**src/rtl/tpu_pkg.sv**
```systemverilog
// Shared definitions for the TPU tile scheduler: FSM state encoding,
// array tile geometry and default bus widths.
package tpu_pkg;

  // Edge length of the square systolic array (output tile is TILE_DIM x TILE_DIM).
  localparam int TILE_DIM = 4;

  // Default widths of global-buffer indices and matrix dimensions.
  localparam int ADDR_BITS_DEF = 16;
  localparam int DIM_BITS_DEF  = 8;

  typedef enum logic [2:0] {
    ST_IDLE  = 3'd0,
    ST_CLEAR = 3'd1,
    ST_FEED  = 3'd2,
    ST_WAIT  = 3'd3,
    ST_WB    = 3'd4,
    ST_DONE  = 3'd5
  } sched_state_e;

endpackage

```
**src/rtl/tpu_tile_scheduler_if.sv**
```systemverilog
// Control/stream bundle between the TPU controller and the tile scheduler.
// master = controller / array side, slave = scheduler.
interface tpu_tile_scheduler_if #(
  parameter int ADDR_BITS = tpu_pkg::ADDR_BITS_DEF,
  parameter int DIM_BITS  = tpu_pkg::DIM_BITS_DEF
);
  logic                 in_valid;
  logic [DIM_BITS-1:0]  K;
  logic [DIM_BITS-1:0]  M;
  logic [DIM_BITS-1:0]  N;
  logic                 busy;
  logic                 done;
  logic                 sa_clear;
  logic                 feed_valid;
  logic [ADDR_BITS-1:0] a_index;
  logic [ADDR_BITS-1:0] b_index;
  logic                 sa_done;
  logic                 wb_en;
  logic [1:0]           wb_row;
  logic [ADDR_BITS-1:0] wb_index;
  logic [31:0]          perf_cycles;

  modport master (
    output in_valid, K, M, N, sa_done,
    input  busy, done, sa_clear, feed_valid, a_index, b_index,
           wb_en, wb_row, wb_index, perf_cycles
  );

  modport slave (
    input  in_valid, K, M, N, sa_done,
    output busy, done, sa_clear, feed_valid, a_index, b_index,
           wb_en, wb_row, wb_index, perf_cycles
  );
endinterface

```
**src/rtl/tile_index_gen.sv**
```systemverilog
// Tile/word/row counters and global-buffer index generation.
// All products (mt*K, nt*K, row*NT) are built with running adders so the
// datapath contains no multipliers.
module tile_index_gen
  import tpu_pkg::*;
#(
  parameter int ADDR_BITS = ADDR_BITS_DEF,
  parameter int DIM_BITS  = DIM_BITS_DEF
) (
  input  logic                 clk,
  input  logic                 rst_n,
  input  logic                 accept_i,
  input  logic [DIM_BITS-1:0]  k_dim_i,
  input  logic [DIM_BITS-1:0]  m_dim_i,
  input  logic [DIM_BITS-1:0]  n_dim_i,
  input  logic                 feed_step_i,
  input  logic                 wb_step_i,
  output logic                 k_last_o,
  output logic                 r_last_o,
  output logic                 tile_last_o,
  output logic                 row_valid_o,
  output logic [ADDR_BITS-1:0] a_index_o,
  output logic [ADDR_BITS-1:0] b_index_o,
  output logic [ADDR_BITS-1:0] wb_index_o,
  output logic [1:0]           wb_row_o
);

  // Tile counts fit in one bit less than the dimension: ceil((2^D-1)/4) = 2^(D-2).
  localparam int TW = DIM_BITS - 1;

  // ceil(d / TILE_DIM) with TILE_DIM = 4, done as add-and-shift.
  function automatic logic [TW-1:0] tile_count(input logic [DIM_BITS-1:0] d);
    logic [DIM_BITS:0] s;
    s = {1'b0, d} + (DIM_BITS+1)'(TILE_DIM - 1);
    return s[DIM_BITS:2];
  endfunction

  logic [DIM_BITS-1:0]  k_dim_q, k_dim_d;
  logic [DIM_BITS-1:0]  m_dim_q, m_dim_d;
  logic [TW-1:0]        mt_cnt_q, mt_cnt_d;
  logic [TW-1:0]        nt_cnt_q, nt_cnt_d;
  logic [TW-1:0]        mt_q, mt_d;
  logic [TW-1:0]        nt_q, nt_d;
  logic [DIM_BITS-1:0]  k_q, k_d;
  logic [1:0]           r_q, r_d;
  logic [ADDR_BITS-1:0] a_base_q, a_base_d;   // mt*K
  logic [ADDR_BITS-1:0] b_base_q, b_base_d;   // nt*K
  logic [ADDR_BITS-1:0] c_tile_q, c_tile_d;   // (mt*4)*NT + nt, row 0 of the tile
  logic [ADDR_BITS-1:0] wb_acc_q, wb_acc_d;   // (mt*4+r)*NT + nt, current row

  logic [ADDR_BITS-1:0] k_ext;
  logic [ADDR_BITS-1:0] nt_stride;

  assign k_ext     = ADDR_BITS'(k_dim_q);
  assign nt_stride = ADDR_BITS'(nt_cnt_q);

  assign k_last_o    = (k_q == k_dim_q - DIM_BITS'(1));
  assign r_last_o    = (r_q == 2'(TILE_DIM - 1));
  assign tile_last_o = (mt_q == mt_cnt_q - TW'(1)) && (nt_q == nt_cnt_q - TW'(1));
  // {mt, r} is mt*4 + r, the absolute output row of the current write-back.
  assign row_valid_o = ({mt_q, r_q} < {1'b0, m_dim_q});

  assign a_index_o  = a_base_q + ADDR_BITS'(k_q);
  assign b_index_o  = b_base_q + ADDR_BITS'(k_q);
  assign wb_index_o = wb_acc_q;
  assign wb_row_o   = r_q;

  // Next-state for counters and running base adders.
  always_comb begin
    k_dim_d  = k_dim_q;
    m_dim_d  = m_dim_q;
    mt_cnt_d = mt_cnt_q;
    nt_cnt_d = nt_cnt_q;
    mt_d     = mt_q;
    nt_d     = nt_q;
    k_d      = k_q;
    r_d      = r_q;
    a_base_d = a_base_q;
    b_base_d = b_base_q;
    c_tile_d = c_tile_q;
    wb_acc_d = wb_acc_q;

    if (accept_i) begin
      k_dim_d  = k_dim_i;
      m_dim_d  = m_dim_i;
      mt_cnt_d = tile_count(m_dim_i);
      nt_cnt_d = tile_count(n_dim_i);
      mt_d     = '0;
      nt_d     = '0;
      k_d      = '0;
      r_d      = '0;
      a_base_d = '0;
      b_base_d = '0;
      c_tile_d = '0;
      wb_acc_d = '0;
    end else begin
      if (feed_step_i) begin
        k_d = k_last_o ? '0 : k_q + DIM_BITS'(1);
      end
      if (wb_step_i) begin
        r_d      = r_q + 2'd1;
        wb_acc_d = wb_acc_q + nt_stride;
        if (r_last_o) begin
          if (nt_q == nt_cnt_q - TW'(1)) begin
            // Row wrap: on the last row wb_acc already equals c_tile + 3*NT,
            // so the next tile row base (mt+1)*4*NT is just one past it.
            nt_d     = '0;
            mt_d     = mt_q + TW'(1);
            b_base_d = '0;
            a_base_d = a_base_q + k_ext;
            c_tile_d = wb_acc_q + ADDR_BITS'(1);
          end else begin
            nt_d     = nt_q + TW'(1);
            b_base_d = b_base_q + k_ext;
            c_tile_d = c_tile_q + ADDR_BITS'(1);
          end
          wb_acc_d = c_tile_d;
        end
      end
    end
  end

  // Counter and base registers.
  always_ff @(posedge clk or negedge rst_n) begin
    if (!rst_n) begin
      k_dim_q  <= '0;
      m_dim_q  <= '0;
      mt_cnt_q <= '0;
      nt_cnt_q <= '0;
      mt_q     <= '0;
      nt_q     <= '0;
      k_q      <= '0;
      r_q      <= '0;
      a_base_q <= '0;
      b_base_q <= '0;
      c_tile_q <= '0;
      wb_acc_q <= '0;
    end else begin
      k_dim_q  <= k_dim_d;
      m_dim_q  <= m_dim_d;
      mt_cnt_q <= mt_cnt_d;
      nt_cnt_q <= nt_cnt_d;
      mt_q     <= mt_d;
      nt_q     <= nt_d;
      k_q      <= k_d;
      r_q      <= r_d;
      a_base_q <= a_base_d;
      b_base_q <= b_base_d;
      c_tile_q <= c_tile_d;
      wb_acc_q <= wb_acc_d;
    end
  end

endmodule

```
**src/rtl/tpu_tile_scheduler.sv**
```systemverilog
// Tile scheduler top: walks output tiles (mt outer, nt inner), streams A/B
// words to the 4x4 array and sequences C write-back.
// Optional busy-cycle counter enabled by defining TILE_SCHED_PERF_EN;
// without it perf_cycles is tied to 0.
module tpu_tile_scheduler
  import tpu_pkg::*;
#(
  parameter int ADDR_BITS = ADDR_BITS_DEF,
  parameter int DIM_BITS  = DIM_BITS_DEF
) (
  input logic                 clk,
  input logic                 rst_n,
  tpu_tile_scheduler_if.slave bus
);

  sched_state_e state_q, state_d;

  logic accept;
  logic feed_step;
  logic wb_step;
  logic sa_clear;
  logic feed_valid;
  logic wb_en;
  logic done;
  logic busy;
  logic dims_zero;

  logic k_last;
  logic r_last;
  logic tile_last;
  logic row_valid;

  assign dims_zero = (bus.K == '0) || (bus.M == '0) || (bus.N == '0);
  assign busy      = (state_q != ST_IDLE);

  tile_index_gen #(
    .ADDR_BITS (ADDR_BITS),
    .DIM_BITS  (DIM_BITS)
  ) u_index_gen (
    .clk         (clk),
    .rst_n       (rst_n),
    .accept_i    (accept),
    .k_dim_i     (bus.K),
    .m_dim_i     (bus.M),
    .n_dim_i     (bus.N),
    .feed_step_i (feed_step),
    .wb_step_i   (wb_step),
    .k_last_o    (k_last),
    .r_last_o    (r_last),
    .tile_last_o (tile_last),
    .row_valid_o (row_valid),
    .a_index_o   (bus.a_index),
    .b_index_o   (bus.b_index),
    .wb_index_o  (bus.wb_index),
    .wb_row_o    (bus.wb_row)
  );

  // FSM next-state and state-decoded strobes.
  always_comb begin
    state_d    = state_q;
    accept     = 1'b0;
    feed_step  = 1'b0;
    wb_step    = 1'b0;
    sa_clear   = 1'b0;
    feed_valid = 1'b0;
    wb_en      = 1'b0;
    done       = 1'b0;
    case (state_q)
      ST_IDLE: begin
        if (bus.in_valid) begin
          accept  = 1'b1;
          state_d = dims_zero ? ST_DONE : ST_CLEAR;
        end
      end
      ST_CLEAR: begin
        sa_clear = 1'b1;
        state_d  = ST_FEED;
      end
      ST_FEED: begin
        feed_valid = 1'b1;
        feed_step  = 1'b1;
        if (k_last) state_d = ST_WAIT;
      end
      ST_WAIT: begin
        if (bus.sa_done) state_d = ST_WB;
      end
      ST_WB: begin
        // Rows beyond M still take their slot; only the strobe is suppressed.
        wb_en   = row_valid;
        wb_step = 1'b1;
        if (r_last) state_d = tile_last ? ST_DONE : ST_CLEAR;
      end
      ST_DONE: begin
        done    = 1'b1;
        state_d = ST_IDLE;
      end
      default: state_d = ST_IDLE;
    endcase
  end

  // FSM state register.
  always_ff @(posedge clk or negedge rst_n) begin
    if (!rst_n) state_q <= ST_IDLE;
    else        state_q <= state_d;
  end

  assign bus.busy       = busy;
  assign bus.done       = done;
  assign bus.sa_clear   = sa_clear;
  assign bus.feed_valid = feed_valid;
  assign bus.wb_en      = wb_en;

`ifdef TILE_SCHED_PERF_EN
  logic [31:0] perf_q, perf_d;

  // Busy-cycle counter: cleared on accept, saturating, held while idle.
  always_comb begin
    perf_d = perf_q;
    if (accept)                      perf_d = '0;
    else if (busy && (perf_q != '1)) perf_d = perf_q + 32'd1;
  end

  // Perf counter register.
  always_ff @(posedge clk or negedge rst_n) begin
    if (!rst_n) perf_q <= '0;
    else        perf_q <= perf_d;
  end

  assign bus.perf_cycles = perf_q;
`else
  assign bus.perf_cycles = '0;
`endif

endmodule
```
**src/flat_wrapper.sv**
```systemverilog
// flat-port wrapper written by rule: the top's interface ports become plain ports
module tpu_tile_scheduler_flat import tpu_pkg::*;
#(
  parameter int ADDR_BITS = ADDR_BITS_DEF,
  parameter int DIM_BITS  = DIM_BITS_DEF
)
  (clk, rst_n, bus_in_valid, bus_K, bus_M, bus_N, bus_sa_done, bus_busy, bus_done, bus_sa_clear, bus_feed_valid, bus_a_index, bus_b_index, bus_wb_en, bus_wb_row, bus_wb_index, bus_perf_cycles);
  tpu_tile_scheduler_if #(.ADDR_BITS(ADDR_BITS), .DIM_BITS(DIM_BITS)) bus_i ();
  input logic clk;
  input logic rst_n;
  input wire logic [$bits(bus_i.in_valid)-1:0] bus_in_valid;
  input wire logic [$bits(bus_i.K)-1:0] bus_K;
  input wire logic [$bits(bus_i.M)-1:0] bus_M;
  input wire logic [$bits(bus_i.N)-1:0] bus_N;
  input wire logic [$bits(bus_i.sa_done)-1:0] bus_sa_done;
  output wire logic [$bits(bus_i.busy)-1:0] bus_busy;
  output wire logic [$bits(bus_i.done)-1:0] bus_done;
  output wire logic [$bits(bus_i.sa_clear)-1:0] bus_sa_clear;
  output wire logic [$bits(bus_i.feed_valid)-1:0] bus_feed_valid;
  output wire logic [$bits(bus_i.a_index)-1:0] bus_a_index;
  output wire logic [$bits(bus_i.b_index)-1:0] bus_b_index;
  output wire logic [$bits(bus_i.wb_en)-1:0] bus_wb_en;
  output wire logic [$bits(bus_i.wb_row)-1:0] bus_wb_row;
  output wire logic [$bits(bus_i.wb_index)-1:0] bus_wb_index;
  output wire logic [$bits(bus_i.perf_cycles)-1:0] bus_perf_cycles;
  assign bus_i.in_valid = bus_in_valid;
  assign bus_i.K = bus_K;
  assign bus_i.M = bus_M;
  assign bus_i.N = bus_N;
  assign bus_i.sa_done = bus_sa_done;
  assign bus_busy = bus_i.busy;
  assign bus_done = bus_i.done;
  assign bus_sa_clear = bus_i.sa_clear;
  assign bus_feed_valid = bus_i.feed_valid;
  assign bus_a_index = bus_i.a_index;
  assign bus_b_index = bus_i.b_index;
  assign bus_wb_en = bus_i.wb_en;
  assign bus_wb_row = bus_i.wb_row;
  assign bus_wb_index = bus_i.wb_index;
  assign bus_perf_cycles = bus_i.perf_cycles;
  tpu_tile_scheduler #(.ADDR_BITS(ADDR_BITS), .DIM_BITS(DIM_BITS)) u_core (.clk(clk), .rst_n(rst_n), .bus(bus_i));
endmodule
```
**config.mk**
```make
export PLATFORM = sky130hd
export DESIGN_NAME = tpu_tile_scheduler_flat
export DESIGN_NICKNAME = d
export VERILOG_FILES = /design/src/rtl/tpu_pkg.sv /design/src/rtl/tpu_tile_scheduler_if.sv /design/src/rtl/tile_index_gen.sv /design/src/rtl/tpu_tile_scheduler.sv /design/src/flat_wrapper.sv
export SDC_FILE = /design/constraint.sdc
export NUM_CORES = 1
export LEC_CHECK = 0
export CORE_ASPECT_RATIO = 1.75
export CORE_UTILIZATION = 30
export CTS_BUF_LIST = sky130_fd_sc_hd__clkbuf_4
export CTS_CLUSTER_DIAMETER = 40
export DETAILED_ROUTE_END_ITERATION = 6
export SLEW_MARGIN = 20
export SYNTH_ARGS = -nofsm -noshare
export SYNTH_HDL_FRONTEND = slang
export SYNTH_SLANG_ARGS = --single-unit
```
**constraint.sdc**
```tcl
create_clock -name clk -period 3.95 [get_ports clk]
set_input_delay 0.79 -clock clk [delete_from_list [all_inputs] [get_ports clk]]
set_output_delay 0.79 -clock clk [all_outputs]
set_load 0.05 [all_outputs]
```
==> results.md, run 1 <==
- Status: finished, final reports clean
- Pwr/cell area: about 540 mW/mm²
- RePlAce Congestion: 0.859
- Full die area: approximately 0.031 mm²
- Net Sw Frac: 0.458
- HPWL Detailed: about 20,000 µm
- Die H: 233 µm
- Static Leak: 4.89 nW
- Setup TNS: 0 ps
- CTS root buffer: clkbuf_4
- Seq pwr share: 0.318
- Max-cap check violation count: 0
- Minimum clock period: ~3800 ps
- R2r endpoint: u_core.u_index_gen.c_tile_q[14]$_DFFE_PN0P_
- Antenna violations before repair: 2
- Ratio of cells with drive above 1 in the final layout: 0.0908
- Commonest non-fill, non-tap cell in the layout: nand2_1
- Number of global-route vias before repair: between 8,000 and 9,000
- IO Pins: ~120
- Nets@finish: roughly 1,200
- 1st-pass router iterations: 5
- Max Clock Freq: 0.263 GHz
- CTS max path bufs: 2
- CORE AREA: 0.0300 mm²
- Syn avg cell area: 8.51 µm²
- Max VDD drop: 0.000309 V
- Wire length of the first global-routing pass: approximately 42,000 µm
- Hold WC Path Type: input pin to asynchronous set/reset pin
- Max-slew violation count: 0
- CTS buffer count: 17
- TritonCTS clock tree: yes
- Fin Clk Skew: between 20 and 25 ps
- Grt total ovfl: 0
- Most frequent cells in the layout: nand2_1 (138), dfrtp_1 (119), nor2_1 (78)
- Rows: between 80 and 90
- Initial core utilization: 0.304
- Period utilization: 0.962
- Min Hold Slack: roughly 170 ps
- Reg-to-reg setup timing slack: 290 ps
- Final core occ: 0.360
- Post-Place Cells: between 1,500 and 2,000
- Hold_buf cts: 0
- GRT Util Overall: 0.174
- Final hold viol count: 0
- Vias per cell: 5.20
- Drt initial violations: between 400 and 500
- WS Path Type: flip-flop to primary output
- Crit. End Element: primary output
- Slew margin rel.: 0.286
- Number of synthesized register bits: ~120
- Net Switching: 2.69 mW
- H-tree lvl count: 4
- Worst Path Required: roughly 3200 ps
- Post-DRT Antenna Nets: 0
- Top_reg_cell synth: dfrtp_1
- Post-route DRC: 0
- EDFF count, synth: 0
- R2R Path Start: u_core.u_index_gen.nt_cnt_q[0]$_DFFE_PN0P_
- Int Pwr: roughly 3.2 mW
- Syn Inst Count: around 1,100
- Largest net degree at the start of global routing: 56
- Wire per inst: around 17 µm
- Clock slew at reported path FFs: approximately 110 ps
- R2R depth: 16
- Area after DPL: approximately 0.010 mm²
- Critical path fanouts, max: 6
- Crit start category: flip-flop
- Non-filler cells, final: around 1,600
- Cell area after layout: roughly 0.011 mm²
- Clk pwr share: 0.195
- Setup Viol. Count Final: 0
- Area grow syn2layout: 18.5%
- Clock net sink count: about 120
- Register area share after synthesis: 0.332
- Yosys cell types: 78
- WL final: 26,000 µm
- Worst-Margin Slew: 1060 ps
- Die W: 134 µm
- IO Port Bufs: 82
- CP Data Arrival Time: roughly 3000 ps
- Skew-Pair Late Insertion Delay: 570 ps
- Warnings, synthesis: 0
- Vias after detailed routing: about 8,100
- Post-synthesis cell area: around 0.0091 mm²
- Logic pwr share: 0.487
- Asr flop ratio synth: 1.00
==> metrics by stage <==
step                setup WS, ps  power, mW
global route               -4.37       6.27
floorplan                   78.6       3.87
global placement             308       4.71
finish                       150       5.88
CTS                         25.8       5.91
detailed placement           258       4.74
==> cell type report <==
class                           count  area [µm²]
Fill cell                        3084       19200
Multi-Input combinational cell    858        5580
Sequential cell                   121        3030
Timing Repair Buffer              112        1160
Tap cell                          387         484
Clock inverter                     13         224
Inverter                           45         169
Clock buffer                       19         143
Antenna cell                        2        5.00
==> cell families (layout without fill, tap and decap cells) <==
group                      Yosys count  count (layout)  share of synthesized area
and+or+nand+nor                    381             381                      0.207
AOI/OAI and AO/OA                  259             259                      0.182
buffers and inverters              122             189                     0.0695
DFF                                121             121                      0.332
xor gates and xnor gates           115             115                      0.111
adders and majority gates           59              59                     0.0852
muxes                               12              12                     0.0133
other                                1              34                   0.000412
==> state kept, by name (all words and copies together), names as in the netlist <==
| signal | cells |
|---|---|
| u_core.u_index_gen.mt_cnt_q | 7 |
| u_core.u_index_gen.c_tile_q | 16 |
| u_core.u_index_gen.wb_index_o | 16 |
| u_core.u_index_gen.nt_cnt_q | 7 |
| u_core.u_index_gen.a_base_q | 16 |
| u_core.u_index_gen.k_q | 8 |
| u_core.u_index_gen.k_dim_q | 8 |
| u_core.u_index_gen.mt_q | 7 |
| u_core.u_index_gen.m_dim_q | 8 |
| u_core.state_q | 3 |
| u_core.u_index_gen.nt_q | 7 |
| u_core.u_index_gen.wb_row_o | 2 |
| u_core.u_index_gen.b_base_q | 16 |
==> how the worst max path moves through the flow <==
stage,startpoint,endpoint,slack [ps],cells past startpoint
floorplan,u_core.u_index_gen.nt_cnt_q[0]$_DFFE_PN0P_,u_core.u_index_gen.wb_index_o[14]$_DFFE_PN0P_,80,19
global placement,u_core.u_index_gen.nt_cnt_q[0]$_DFFE_PN0P_,u_core.u_index_gen.wb_index_o[14]$_DFFE_PN0P_,310,16
detailed placement,u_core.u_index_gen.nt_cnt_q[0]$_DFFE_PN0P_,u_core.u_index_gen.wb_index_o[14]$_DFFE_PN0P_,260,16
CTS,u_core.u_index_gen.k_q[0]$_DFFE_PN0P_,bus_a_index[12],30,11
global route,u_core.u_index_gen.a_base_q[0]$_DFFE_PN0P_,bus_a_index[12],-4,11
finish,u_core.u_index_gen.k_q[1]$_DFFE_PN0P_,bus_b_index[5],150,7
==> Yosys cell counts, drive strengths merged, types with 3 or more instances <==
cell,count,area share
or3,11,0.0077
a22oi,3,0.0025
nand3b,4,0.0033
o21ai,80,0.044
nand2,138,0.057
ha,54,0.074
and4,6,0.0058
a211o,4,0.0041
nor3,26,0.015
a22o,11,0.011
nor4,11,0.0092
or4,6,0.0054
nand4,14,0.010
and2,3,0.0021
o311ai,5,0.0048
buf,42,0.035
o21bai,7,0.0058
inv,45,0.019
a221o,3,0.0033
nand2b,10,0.0069
nand3,37,0.020
a211oi,9,0.0074
a31oi,13,0.0089
mux2i,11,0.012
o31ai,3,0.0030
a21o,17,0.014
and3,14,0.0098
fa,5,0.011
a21oi,55,0.031
o211ai,15,0.012
o21a,13,0.011
xor2,43,0.041
nor2,78,0.032
nor2b,7,0.0056
nor3b,7,0.0058
dfrtp,121,0.33
o22ai,3,0.0021
o31a,3,0.0029
xnor2,72,0.069
clkbuf,34,0.015
==> power groups by stage <==
stage               clock network (mW)  registers [mW]  logic (mW)
finish                            1.15            1.87        2.86
global route                      1.22            1.91        3.13
CTS                               1.18            1.87        2.86
detailed placement                   0            1.89        2.85
global placement                     0            1.90        2.81
floorplan                            0            1.85        2.01
==> routing by layer <==
layer / share of wire / vias up / global-route usage / wire length, µm
li1: - / 3903 / - / -
met1: 0.38 / 3934 / 0.180 / 9780
met2: 0.55 / 199 / 0.335 / 14400
met3: 0.031 / 59 / 0.0244 / 797
met4: 0.040 / 0 / 0.0895 / 1040
met5: 0 / - / 0 / 0
==> worst max-delay path, stage by stage (launching register included) <==
cell and delay, ps:
dfrtp_2 460, ha_1 300, a21o_1 190, a21oi_1 210, o21ai_0 150, a21oi_1 200, xnor2_1 140, clkdlybuf4s50_1 820
==> timing repair <==
| item | CTS | global route |
|---|---|---|
| setup endpoints to repair | 10 | 12 |
| setup buffers | 0 | 2 |
| pin swaps | 2 | 8 |
| resized for setup | 8 | 9 |
Power figures use the tool's default switching activity.
==> run 2: changes to the inputs <==
==> constraint.sdc (replaced) <==
create_clock -name clk -period 3.95 [get_ports clk]
set_input_delay 0.79 -clock clk [delete_from_list [all_inputs] [get_ports clk]]
set_output_delay 0.79 -clock clk [all_outputs]
set_load 0.01 [all_outputs]
==> results.md, run 2 (same netlist as run 1, synthesis figures left out) <==
- Pwr/cell area: 495 mW/mm² (was 545 mW/mm²)
- Final hold viol count: 0 (unchanged)
- TritonCTS clock tree: yes (unchanged)
- Max-slew violation count: 0 (unchanged)
- Wire per inst: 16.7 µm (about the same)
- Crit start category: flip-flop (unchanged)
- Area grow syn2layout: 17.6% (was 18.5%)
- Full die area: 0.0311 mm² (unchanged)
- PnR worst setup slack: 104 ps (was 150 ps)
- RePlAce Congestion: 0.848 (was 0.859)
- Slew margin rel.: 0.440 (was 0.286)
- Drt initial violations: 398 (was 431)
- Initial core utilization: 0.304 (unchanged)
- Period utilization: 0.974 (was 0.962)
- Min Hold Slack: 312 ps (was 168 ps)
- Setup TNS: 0 ps (unchanged)
- Commonest non-fill, non-tap cell in the layout: nand2_1 (unchanged)
- WS Path Type: flip-flop to primary output (unchanged)
- CORE AREA: 0.0300 mm² (unchanged)
- Worst-Margin Slew: 841 ps (was 1060 ps)
- Vias per cell: 5.12 (was 5.20)
- Ratio of cells with drive above 1 in the final layout: 0.0887 (was 0.0908)
- WL final: 26,000 µm (about the same)
- Post-route DRC: 0 (unchanged)
- Largest net degree at the start of global routing: 59 (was 56)
- GRT Util Overall: 0.173 (was 0.174)
- Reg-to-reg setup timing slack: 350 ps (was 290 ps)
- Most frequent cells in the layout: nand2_1 (138), dfrtp_1 (121), nor2_1 (77) (was nand2_1 (138), dfrtp_1 (119), nor2_1 (78))
- Minimum clock period: 3850 ps (was 3800 ps)
- CTS max path bufs: 2 (unchanged)
- Post-DRT Antenna Nets: 0 (unchanged)
- IO Port Bufs: 82 (unchanged)
- Status: finished, final reports clean (unchanged)
- Grt total ovfl: 0 (unchanged)
- IO Pins: 115 (unchanged)
- CP Data Arrival Time: 3060 ps (was 3010 ps)
- Nets@finish: 1,246 (was 1,242)
- Number of global-route vias before repair: 7,990 (was 8,071)
- Clock slew at reported path FFs: 110 ps (about the same)
- Fin Clk Skew: 35.6 ps (was 21.4 ps)
- Clock net sink count: 121 (unchanged)
- Skew-Pair Late Insertion Delay: 570 ps (about the same)
- Critical path fanouts, max: 3 (was 6)
- HPWL Detailed: 19,500 µm (was 19,900 µm)
- CTS root buffer: clkbuf_4 (unchanged)
- 1st-pass router iterations: 6 (was 5)
- R2R Path Start: u_core.u_index_gen.nt_cnt_q[0]$_DFFE_PN0P_ (unchanged)
- Hold_buf cts: 0 (unchanged)
- Max-cap check violation count: 0 (unchanged)
- Die W: 134 µm (unchanged)
- Rows: 84 (unchanged)
- Antenna violations before repair: 1 (was 2)
- Die H: 233 µm (unchanged)
- Wire length of the first global-routing pass: 42,100 µm (was 42,300 µm)
- Setup Viol. Count Final: 0 (unchanged)
- Max Clock Freq: 0.260 GHz (was 0.263 GHz)
- RSZ-0062 raised after global routing: true
- Vias after detailed routing: 7,990 (was 8,095)
- Static Leak: 4.87 nW (was 4.89 nW)
- Hold WC Path Type: input pin to asynchronous set/reset pin (unchanged)
- Worst Path Required: 3160 ps (about the same)
- Setup WS pre-CTS: 183 ps (was 258 ps)
- R2r endpoint: u_core.u_index_gen.wb_index_o[14]$_DFFE_PN0P_ (was u_core.u_index_gen.c_tile_q[14]$_DFFE_PN0P_)
- H-tree lvl count: 4 (unchanged)
- R2R depth: 16 (unchanged)
- Crit. End Element: primary output (unchanged)
- Max VDD drop: 0.000254 V (was 0.000309 V)
- CTS buffer count: 17 (unchanged)
==> run 2: timing repair <==
action,CTS,global route
pin swaps,9,5
resized for setup,27,24
endpoints found under the setup margin,17,16
buffers inserted,3,3
==> run 2: worst max-delay path: stages (launching register included) <==
cell             delay, ps
dfrtp_1                390
buf_4                  130
ha_1                   200
inv_1                   70
fa_1                   200
nor2b_1                 60
o21ai_0                250
a21boi_1               140
o21ai_1                230
a21oi_2                110
buf_4                  150
o21ai_0                190
xnor2_1                150
clkdlybuf4s15_1        250
==> run 2: layout make-up <==
cell class | count | area (µm²)
Timing Repair Buffer | 116 | 1080
Clock inverter | 15 | 175
Inverter | 45 | 169
Fill cell | 3097 | 19200
Antenna cell | 1 | 2.50
Clock buffer | 17 | 128
Sequential cell | 121 | 3030
Tap cell | 387 | 484
Multi-Input combinational cell | 858 | 5640
==> run 2: routing by layer <==
layer | vias up | track usage | share of wire
met3 | 45 | 0.0229 | 0.027
met4 | 0 | 0.0756 | 0.030
met2 | 169 | 0.332 | 0.56
li1 | 3912 | - | -
met1 | 3864 | 0.185 | 0.39
met5 | - | 0 | 0
==> run 2: report_power, final <==
part           switching [mW]  internal [mW]
clock network           0.539          0.437
registers               0.403           1.46
logic                    1.35           1.12
==> run 2: per-stage QoR <==
step / instance area, µm² / util / power (mW) / instances
floorplan: 9230 / - / 3.42 / 1101
global placement: 10300 / 0.344 / 4.29 / 1521
detailed placement: 10300 / 0.344 / 4.33 / 1521
CTS: 10700 / 0.356 / 5.33 / 1556
global route: 10700 / 0.358 / 5.72 / 1560
finish: 10700 / 0.358 / 5.31 / 1560
==> run 2: how the worst max path moves through the flow <==
stage,start,endpoint,slack (ps)
global route,u_core.u_index_gen.k_q[0]$_DFFE_PN0P_,bus_a_index[12],-90
CTS,u_core.u_index_gen.k_q[1]$_DFFE_PN0P_,bus_b_index[11],0.4
global placement,u_core.u_index_gen.k_q[1]$_DFFE_PN0P_,bus_a_index[11],170
finish,u_core.u_index_gen.k_q[0]$_DFFE_PN0P_,bus_a_index[12],100
detailed placement,u_core.u_index_gen.k_q[1]$_DFFE_PN0P_,bus_a_index[11],180
floorplan,u_core.u_index_gen.nt_cnt_q[0]$_DFFE_PN0P_,u_core.u_index_gen.wb_index_o[14]$_DFFE_PN0P_,100
